## src/rtl/dso_cmd_pkg.sv

```systemverilog
// Shared definitions for the DSO host command link: opcodes, ack codes and FSM state types.
package dso_cmd_pkg;

  localparam logic [7:0] DUMP_CH  = 8'h01;
  localparam logic [7:0] CFG_GAIN = 8'h02;
  localparam logic [7:0] TRIG_LVL = 8'h03;
  localparam logic [7:0] TRIG_POS = 8'h04;
  localparam logic [7:0] SET_DEC  = 8'h05;
  localparam logic [7:0] TRIG_CFG = 8'h06;
  localparam logic [7:0] TRIG_RD  = 8'h07;
  localparam logic [7:0] EEP_WRT  = 8'h08;
  localparam logic [7:0] EEP_RD   = 8'h09;

  localparam logic [7:0] POS_ACK = 8'hA5;
  localparam logic [7:0] NEG_ACK = 8'hEE;

  typedef enum logic [1:0] {IDLE, B2, B3, VALID} rx_state_t;
  typedef enum logic {TX_IDLE, TX_BUSY} tx_state_t;

endpackage

```

## src/rtl/uart_cmd_assembler_if.sv

```systemverilog
// Signal bundle between the UART rx/tx, the command processor and the command assembler.
interface uart_cmd_assembler_if;

  logic [7:0]  rx_data;
  logic        rx_rdy;
  logic        rx_clr_rdy;
  logic [23:0] cmd;
  logic        cmd_rdy;
  logic        clr_cmd_rdy;
  logic [7:0]  resp_data;
  logic        send_resp;
  logic [7:0]  tx_data;
  logic        trmt;
  logic        tx_done;
  logic        resp_sent;
  logic        frame_err;

  modport slave (
    input  rx_data, rx_rdy, clr_cmd_rdy, resp_data, send_resp, tx_done,
    output rx_clr_rdy, cmd, cmd_rdy, tx_data, trmt, resp_sent, frame_err
  );

  modport master (
    output rx_data, rx_rdy, clr_cmd_rdy, resp_data, send_resp, tx_done,
    input  rx_clr_rdy, cmd, cmd_rdy, tx_data, trmt, resp_sent, frame_err
  );

endinterface

```

## src/rtl/uart_resp_tx.sv

```systemverilog
// Single-byte response launcher: latches the byte, pulses trmt once, reports completion.
module uart_resp_tx
  import dso_cmd_pkg::*;
(
  input  logic       clk,
  input  logic       rst,
  input  logic [7:0] resp_data_i,
  input  logic       send_resp_i,
  input  logic       tx_done_i,
  output logic [7:0] tx_data_o,
  output logic       trmt_o,
  output logic       resp_sent_o
);

  tx_state_t  state_q;
  logic [7:0] tx_data_q;
  logic       trmt_q;
  logic       resp_sent_q;

  // No queue: a request arriving while busy is dropped.
  always_ff @(posedge clk) begin
    if (rst) begin
      state_q     <= TX_IDLE;
      tx_data_q   <= '0;
      trmt_q      <= 1'b0;
      resp_sent_q <= 1'b0;
    end else begin
      trmt_q      <= 1'b0;
      resp_sent_q <= 1'b0;
      case (state_q)
        TX_IDLE: begin
          if (send_resp_i) begin
            tx_data_q <= resp_data_i;
            trmt_q    <= 1'b1;
            state_q   <= TX_BUSY;
          end
        end
        TX_BUSY: begin
          if (tx_done_i) begin
            resp_sent_q <= 1'b1;
            state_q     <= TX_IDLE;
          end
        end
        default: state_q <= TX_IDLE;
      endcase
    end
  end

  assign tx_data_o   = tx_data_q;
  assign trmt_o      = trmt_q;
  assign resp_sent_o = resp_sent_q;

endmodule

```

## src/rtl/uart_cmd_assembler.sv

```systemverilog
// Assembles 3-byte host commands into a 24-bit word with inter-byte timeout resync,
// and forwards single-byte responses to the UART transmitter.
module uart_cmd_assembler
  import dso_cmd_pkg::*;
#(
  parameter int unsigned TIMEOUT_CYC = 50000,
  parameter int unsigned TO_W        = 16
) (
  input  logic                 clk,
  input  logic                 rst,
  uart_cmd_assembler_if.slave  bus_io
);

  rx_state_t       state_q;
  logic [TO_W-1:0] to_cnt_q;
  logic [23:0]     cmd_q;
  logic            cmd_rdy_q;
  logic            frame_err_q;

  logic in_frame;
  logic expire;
  logic accept;

  assign in_frame = (state_q == B2) || (state_q == B3);
  assign expire   = in_frame && (to_cnt_q == TO_W'(TIMEOUT_CYC - 1));
  // Timeout beats a simultaneous byte; the byte stays pending and starts the next frame.
  assign accept   = bus_io.rx_rdy && (state_q != VALID) && !expire && !rst;

  assign bus_io.rx_clr_rdy = accept;

  always_ff @(posedge clk) begin
    if (rst) begin
      state_q     <= IDLE;
      to_cnt_q    <= '0;
      cmd_q       <= '0;
      cmd_rdy_q   <= 1'b0;
      frame_err_q <= 1'b0;
    end else begin
      frame_err_q <= 1'b0;
      if (accept || !in_frame) begin
        to_cnt_q <= '0;
      end else begin
        to_cnt_q <= to_cnt_q + TO_W'(1);
      end

      if (expire) begin
        state_q     <= IDLE;
        to_cnt_q    <= '0;
        frame_err_q <= 1'b1;
      end else begin
        case (state_q)
          IDLE: begin
            if (accept) begin
              cmd_q[23:16] <= bus_io.rx_data;
              state_q      <= B2;
            end
          end
          B2: begin
            if (accept) begin
              cmd_q[15:8] <= bus_io.rx_data;
              state_q     <= B3;
            end
          end
          B3: begin
            if (accept) begin
              cmd_q[7:0] <= bus_io.rx_data;
              cmd_rdy_q  <= 1'b1;
              state_q    <= VALID;
            end
          end
          VALID: begin
            if (bus_io.clr_cmd_rdy) begin
              cmd_rdy_q <= 1'b0;
              state_q   <= IDLE;
            end
          end
          default: state_q <= IDLE;
        endcase
      end
    end
  end

  assign bus_io.cmd       = cmd_q;
  assign bus_io.cmd_rdy   = cmd_rdy_q;
  assign bus_io.frame_err = frame_err_q;

  uart_resp_tx u_resp_tx (
    .clk         (clk),
    .rst         (rst),
    .resp_data_i (bus_io.resp_data),
    .send_resp_i (bus_io.send_resp),
    .tx_done_i   (bus_io.tx_done),
    .tx_data_o   (bus_io.tx_data),
    .trmt_o      (bus_io.trmt),
    .resp_sent_o (bus_io.resp_sent)
  );

endmodule

```

## src/flat_wrapper.sv

```systemverilog
// flat-port wrapper written by rule: the top's interface ports become plain ports
module uart_cmd_assembler_flat import dso_cmd_pkg::*;
#(
  parameter int unsigned TIMEOUT_CYC = 50000,
  parameter int unsigned TO_W        = 16
)
  (clk, rst, bus_io_rx_data, bus_io_rx_rdy, bus_io_clr_cmd_rdy, bus_io_resp_data, bus_io_send_resp, bus_io_tx_done, bus_io_rx_clr_rdy, bus_io_cmd, bus_io_cmd_rdy, bus_io_tx_data, bus_io_trmt, bus_io_resp_sent, bus_io_frame_err);
  uart_cmd_assembler_if bus_io_i ();
  input  logic clk;
  input  logic rst;
  input wire logic [$bits(bus_io_i.rx_data)-1:0] bus_io_rx_data;
  input wire logic [$bits(bus_io_i.rx_rdy)-1:0] bus_io_rx_rdy;
  input wire logic [$bits(bus_io_i.clr_cmd_rdy)-1:0] bus_io_clr_cmd_rdy;
  input wire logic [$bits(bus_io_i.resp_data)-1:0] bus_io_resp_data;
  input wire logic [$bits(bus_io_i.send_resp)-1:0] bus_io_send_resp;
  input wire logic [$bits(bus_io_i.tx_done)-1:0] bus_io_tx_done;
  output wire logic [$bits(bus_io_i.rx_clr_rdy)-1:0] bus_io_rx_clr_rdy;
  output wire logic [$bits(bus_io_i.cmd)-1:0] bus_io_cmd;
  output wire logic [$bits(bus_io_i.cmd_rdy)-1:0] bus_io_cmd_rdy;
  output wire logic [$bits(bus_io_i.tx_data)-1:0] bus_io_tx_data;
  output wire logic [$bits(bus_io_i.trmt)-1:0] bus_io_trmt;
  output wire logic [$bits(bus_io_i.resp_sent)-1:0] bus_io_resp_sent;
  output wire logic [$bits(bus_io_i.frame_err)-1:0] bus_io_frame_err;
  assign bus_io_i.rx_data = bus_io_rx_data;
  assign bus_io_i.rx_rdy = bus_io_rx_rdy;
  assign bus_io_i.clr_cmd_rdy = bus_io_clr_cmd_rdy;
  assign bus_io_i.resp_data = bus_io_resp_data;
  assign bus_io_i.send_resp = bus_io_send_resp;
  assign bus_io_i.tx_done = bus_io_tx_done;
  assign bus_io_rx_clr_rdy = bus_io_i.rx_clr_rdy;
  assign bus_io_cmd = bus_io_i.cmd;
  assign bus_io_cmd_rdy = bus_io_i.cmd_rdy;
  assign bus_io_tx_data = bus_io_i.tx_data;
  assign bus_io_trmt = bus_io_i.trmt;
  assign bus_io_resp_sent = bus_io_i.resp_sent;
  assign bus_io_frame_err = bus_io_i.frame_err;
  uart_cmd_assembler #(.TIMEOUT_CYC(TIMEOUT_CYC), .TO_W(TO_W)) u_core (.clk(clk), .rst(rst), .bus_io(bus_io_i));
endmodule
```

## config.mk

```make
export PLATFORM = sky130hd
export DESIGN_NAME = uart_cmd_assembler_flat
export DESIGN_NICKNAME = d
export VERILOG_FILES = /design/src/rtl/dso_cmd_pkg.sv /design/src/rtl/uart_cmd_assembler_if.sv /design/src/rtl/uart_resp_tx.sv /design/src/rtl/uart_cmd_assembler.sv /design/src/flat_wrapper.sv
export SDC_FILE = /design/constraint.sdc
export NUM_CORES = 1
export LEC_CHECK = 0
export CAP_MARGIN = 20
export CORE_MARGIN = 1
export CORE_UTILIZATION = 60
export CTS_CLUSTER_DIAMETER = 100
export DETAILED_ROUTE_END_ITERATION = 8
export DONT_BUFFER_PORTS = 1
export PLACE_DENSITY = 0.76
export SYNTH_ARGS = -nofsm -noshare
export SYNTH_HDL_FRONTEND = slang
export SYNTH_HIERARCHICAL = 1
export SYNTH_SLANG_ARGS = --single-unit
export TNS_END_PERCENT = 30
```

## constraint.sdc

```tcl
create_clock -name clk -period 2.8 [get_ports clk]
set_input_delay 0.84 -clock clk [delete_from_list [all_inputs] [get_ports clk]]
set_output_delay 0.84 -clock clk [all_outputs]
set_load 0.02 [all_outputs]
```

==> reports/qor.txt, run 1 <==
outcome: finished, final reports clean
part of the power in combinational logic: 0.089
initial standard-cell utilization of the core: 0.622
share of Yosys cell area claimed by the top area cell type: 0.442
post-layout min period: 2.67 ns
final worst-path cycle share: 0.954
area added between synthesis and finish: 6.98%
maximum buffer depth of the clock tree: 2
number of flops mapped to enable cells by yosys: 0
cell area after synthesis: 2490 um2
Post-Synthesis Cells: 272
required time at the worst-slack endpoint: 1.96 ns
Int Pwr: 1.23 mW
Worst setup EP type: primary output
area of the die: 4410 um2
Clk Latency, worst-skew pair: 0.31 ns
Post-Synthesis Mean Instance Area: 9.15 um2
total number of H-tree levels: 2
fraction of final layout cells sized beyond drive strength 1: 0.125
Total Negative Setup Slacks: 0 ns
primary flip-flop cell chosen by synthesis mapping: dfxtp_1
Rel. slew slack: 0.614
Die H: 66.4 um
total wire length: 5120 um
Warnings, synthesis: 6
number of nets with antenna violations after routing: 0
via count of the first global-routing pass: 1,763
part of the total power dissipated in sequential elements: 0.536
Slew @ Worst Pin: 0.577 ns
post-synthesis sequential element count: 55
vias after detailed routing: 1,967
switching power total: 392 uW
unrepaired setup endpoints after global routing: no
first drt pass iteration count: 4
TritonCTS clock tree: done
violation count after the first detailed-route iteration: 179
worst clock skew: 0.0104 ns
Remaining DRCs: 0
die width: 66.4 um
Critical Path Start Type: flop
maximum resistive drop on vdd: 0.380 mV
worst min path class: reg2reg
CTS Root Cell: clkbuf_8
largest cells by area after synthesis: dfxtp_1 (44%), o21ai_0 (6.2%), nand3_1 (6.0%)
leading area contributor after synthesis: dfxtp_1
routability-driven placement congestion ratio: 0.797
Final Slew Violations: 0
clock transition at the registers of the reported paths: 0.09 ns
first-pass GRT wire length: 8110 um
post-synth cell types: 45
Static Leakage: 0.839 nW
post-route worst hold slack: 0.473 ns
top cells by instance count after synthesis: dfxtp_1 (55), o21ai_0 (31), nand3_1 (30), a21oi_1 (27)
worst path arrival time: 1.83 ns
TritonCTS Buffers: 5
row cnt: 23
number of antenna violations at the first check in global routing: 0
Std-Cell Core Area: 4000 um2
critical-path maximum fanout: 5
sum of overflow across all layers after global routing: 0
sum of net half-perimeters after detailed placement: 3300 um
power density over cell area: 609 nW/um2
final-stage net count: 299
final setup vio count: 0
share of synthesized area occupied by flip-flops and latches: 0.442
Switching Fraction: 0.241
Routed WL per cell: 15.8 um
# Max-Cap Violations: 0
pin count of the biggest net entering global routing: 52
Port Buffer Count: 0
net count of the mapped netlist: 299
class of the most critical setup path: reg2out
io pins: 59
leading cell type by number of instances after synthesis: dfxtp_1
global-route usage over all layers: 0.246
number of antenna repair diodes: 0
clock network fraction of total power: 0.375
highest attainable clock frequency: 374 MHz
routed vias/inst: 6.09
async set-reset flop share out of synthesis: 0
FF-to-FF setup slack: 0.50 ns
Final Hold Vio Count: 0
Clock Sinks: 55
number of hold-repair buffers added at the cts stage: 0
routing by layer:
metal / wire, um / GRT usage
met5: 0 / 0
met4: 68 / 0.0984
met3: 333 / 0.0638
met2: 2480 / 0.398
met1: 2240 / 0.308
area by class of cell:
type	instances	area [um2]
Multi-Input combinational cell	195	1280
Sequential cell	55	1100
Clock inverter	3	67.6
Tap cell	50	62.6
Timing Repair Buffer	8	60.1
Inverter	7	26.3
Clock buffer	5	68.8
Fill cell	328	1340
critical path, cell delays in order (launching register included):
cell      delay (ns)
dfxtp_1         0.41
inv_1           0.10
ha_1            0.35
and4bb_1        0.31
and4_4          0.29
nor2_4          0.06
logic make-up (layout without fill, tap and decap cells):
family,count (synthesis),in the layout,share of synthesized area
DFF,55,55,0.442
buffers and inverters,23,23,0.0518
adders and majority gates,5,5,0.0251
xor gates and xnor gates,12,12,0.0422
and+or+nand+nor,104,105,0.283
AOI/OAI and AO/OA,73,73,0.155
placed cells by master (no fill, tap or decap), types with 2 or more instances in the layout:
| master | instances |
|---|---|
| a211oi_1 | 3 |
| a21oi_1 | 27 |
| and3_1 | 3 |
| and4_4 | 2 |
| and4bb_1 | 2 |
| buf_4 | 8 |
| bufinv_16 | 2 |
| clkbuf_8 | 5 |
| dfxtp_1 | 55 |
| ha_1 | 5 |
| inv_1 | 7 |
| nand2_1 | 6 |
| nand2b_1 | 9 |
| nand3_1 | 30 |
| nand4_1 | 6 |
| nand4bb_1 | 8 |
| nor2_1 | 8 |
| nor2_2 | 2 |
| nor2_4 | 9 |
| nor3_1 | 5 |
| o21ai_0 | 31 |
| o21ai_1 | 6 |
| o31ai_1 | 2 |
| or4_1 | 2 |
| xnor2_1 | 9 |
| xor2_1 | 3 |
flip-flops by register name, indices dropped and copies added, names as in the netlist:
register	flops
u_core/bus_io.frame_err	1
u_core/u_resp_tx/resp_sent_o	1
u_core/bus_io.cmd	24
u_core/u_resp_tx/state_q	1
u_core/to_cnt_q	16
u_core/u_resp_tx/tx_data_o	8
u_core/state_q	2
u_core/u_resp_tx/trmt_o	1
u_core/bus_io.cmd_rdy	1
power groups by stage:
stage,Clock (mW),Combinational (mW),Sequential (mW)
finish,0.609,0.144,0.870
global route,0.650,0.160,0.875
floorplan,0,0.131,0.880
CTS,0.620,0.141,0.870
global placement,0,0.138,0.887
detailed placement,0,0.140,0.888
repair_timing:
action                                  CTS  global route
setup buffers                             0             2
gates resized for setup                   1             1
pin swaps                                 1             1
endpoints found under the setup margin    1             1
gates cloned                              1             0
stage by stage:
step	power, mW	util	cells	area [um2]	worst slack (ns)
global placement	1.03	0.624	312	2490	0.294
finish	1.62	0.666	323	2660	0.129
floorplan	1.01	-	272	2490	0.245
detailed placement	1.03	0.624	312	2490	0.251
CTS	1.63	0.661	321	2640	0.00256
global route	1.68	0.666	323	2660	0.0310
path summary, 6_finish.rpt:
path,startpoint,end,depth (start not counted)
max,u_core/state_q[0],bus_io_rx_clr_rdy,5
min,u_core/to_cnt_q[0],u_core/to_cnt_q[0],1
max reg2reg,u_core/state_q[0],u_core/to_cnt_q[4],7
min reg2reg,u_core/to_cnt_q[0],u_core/to_cnt_q[0],1
No activity file was read; power rests on OpenSTA's default activity.
==> run 2, diff against run 1 <==
- CTS_CLUSTER_SIZE: unset -> 8
==> results of run 2 <==
The final DEF is identical to that of run 1; final timing and power are the same.
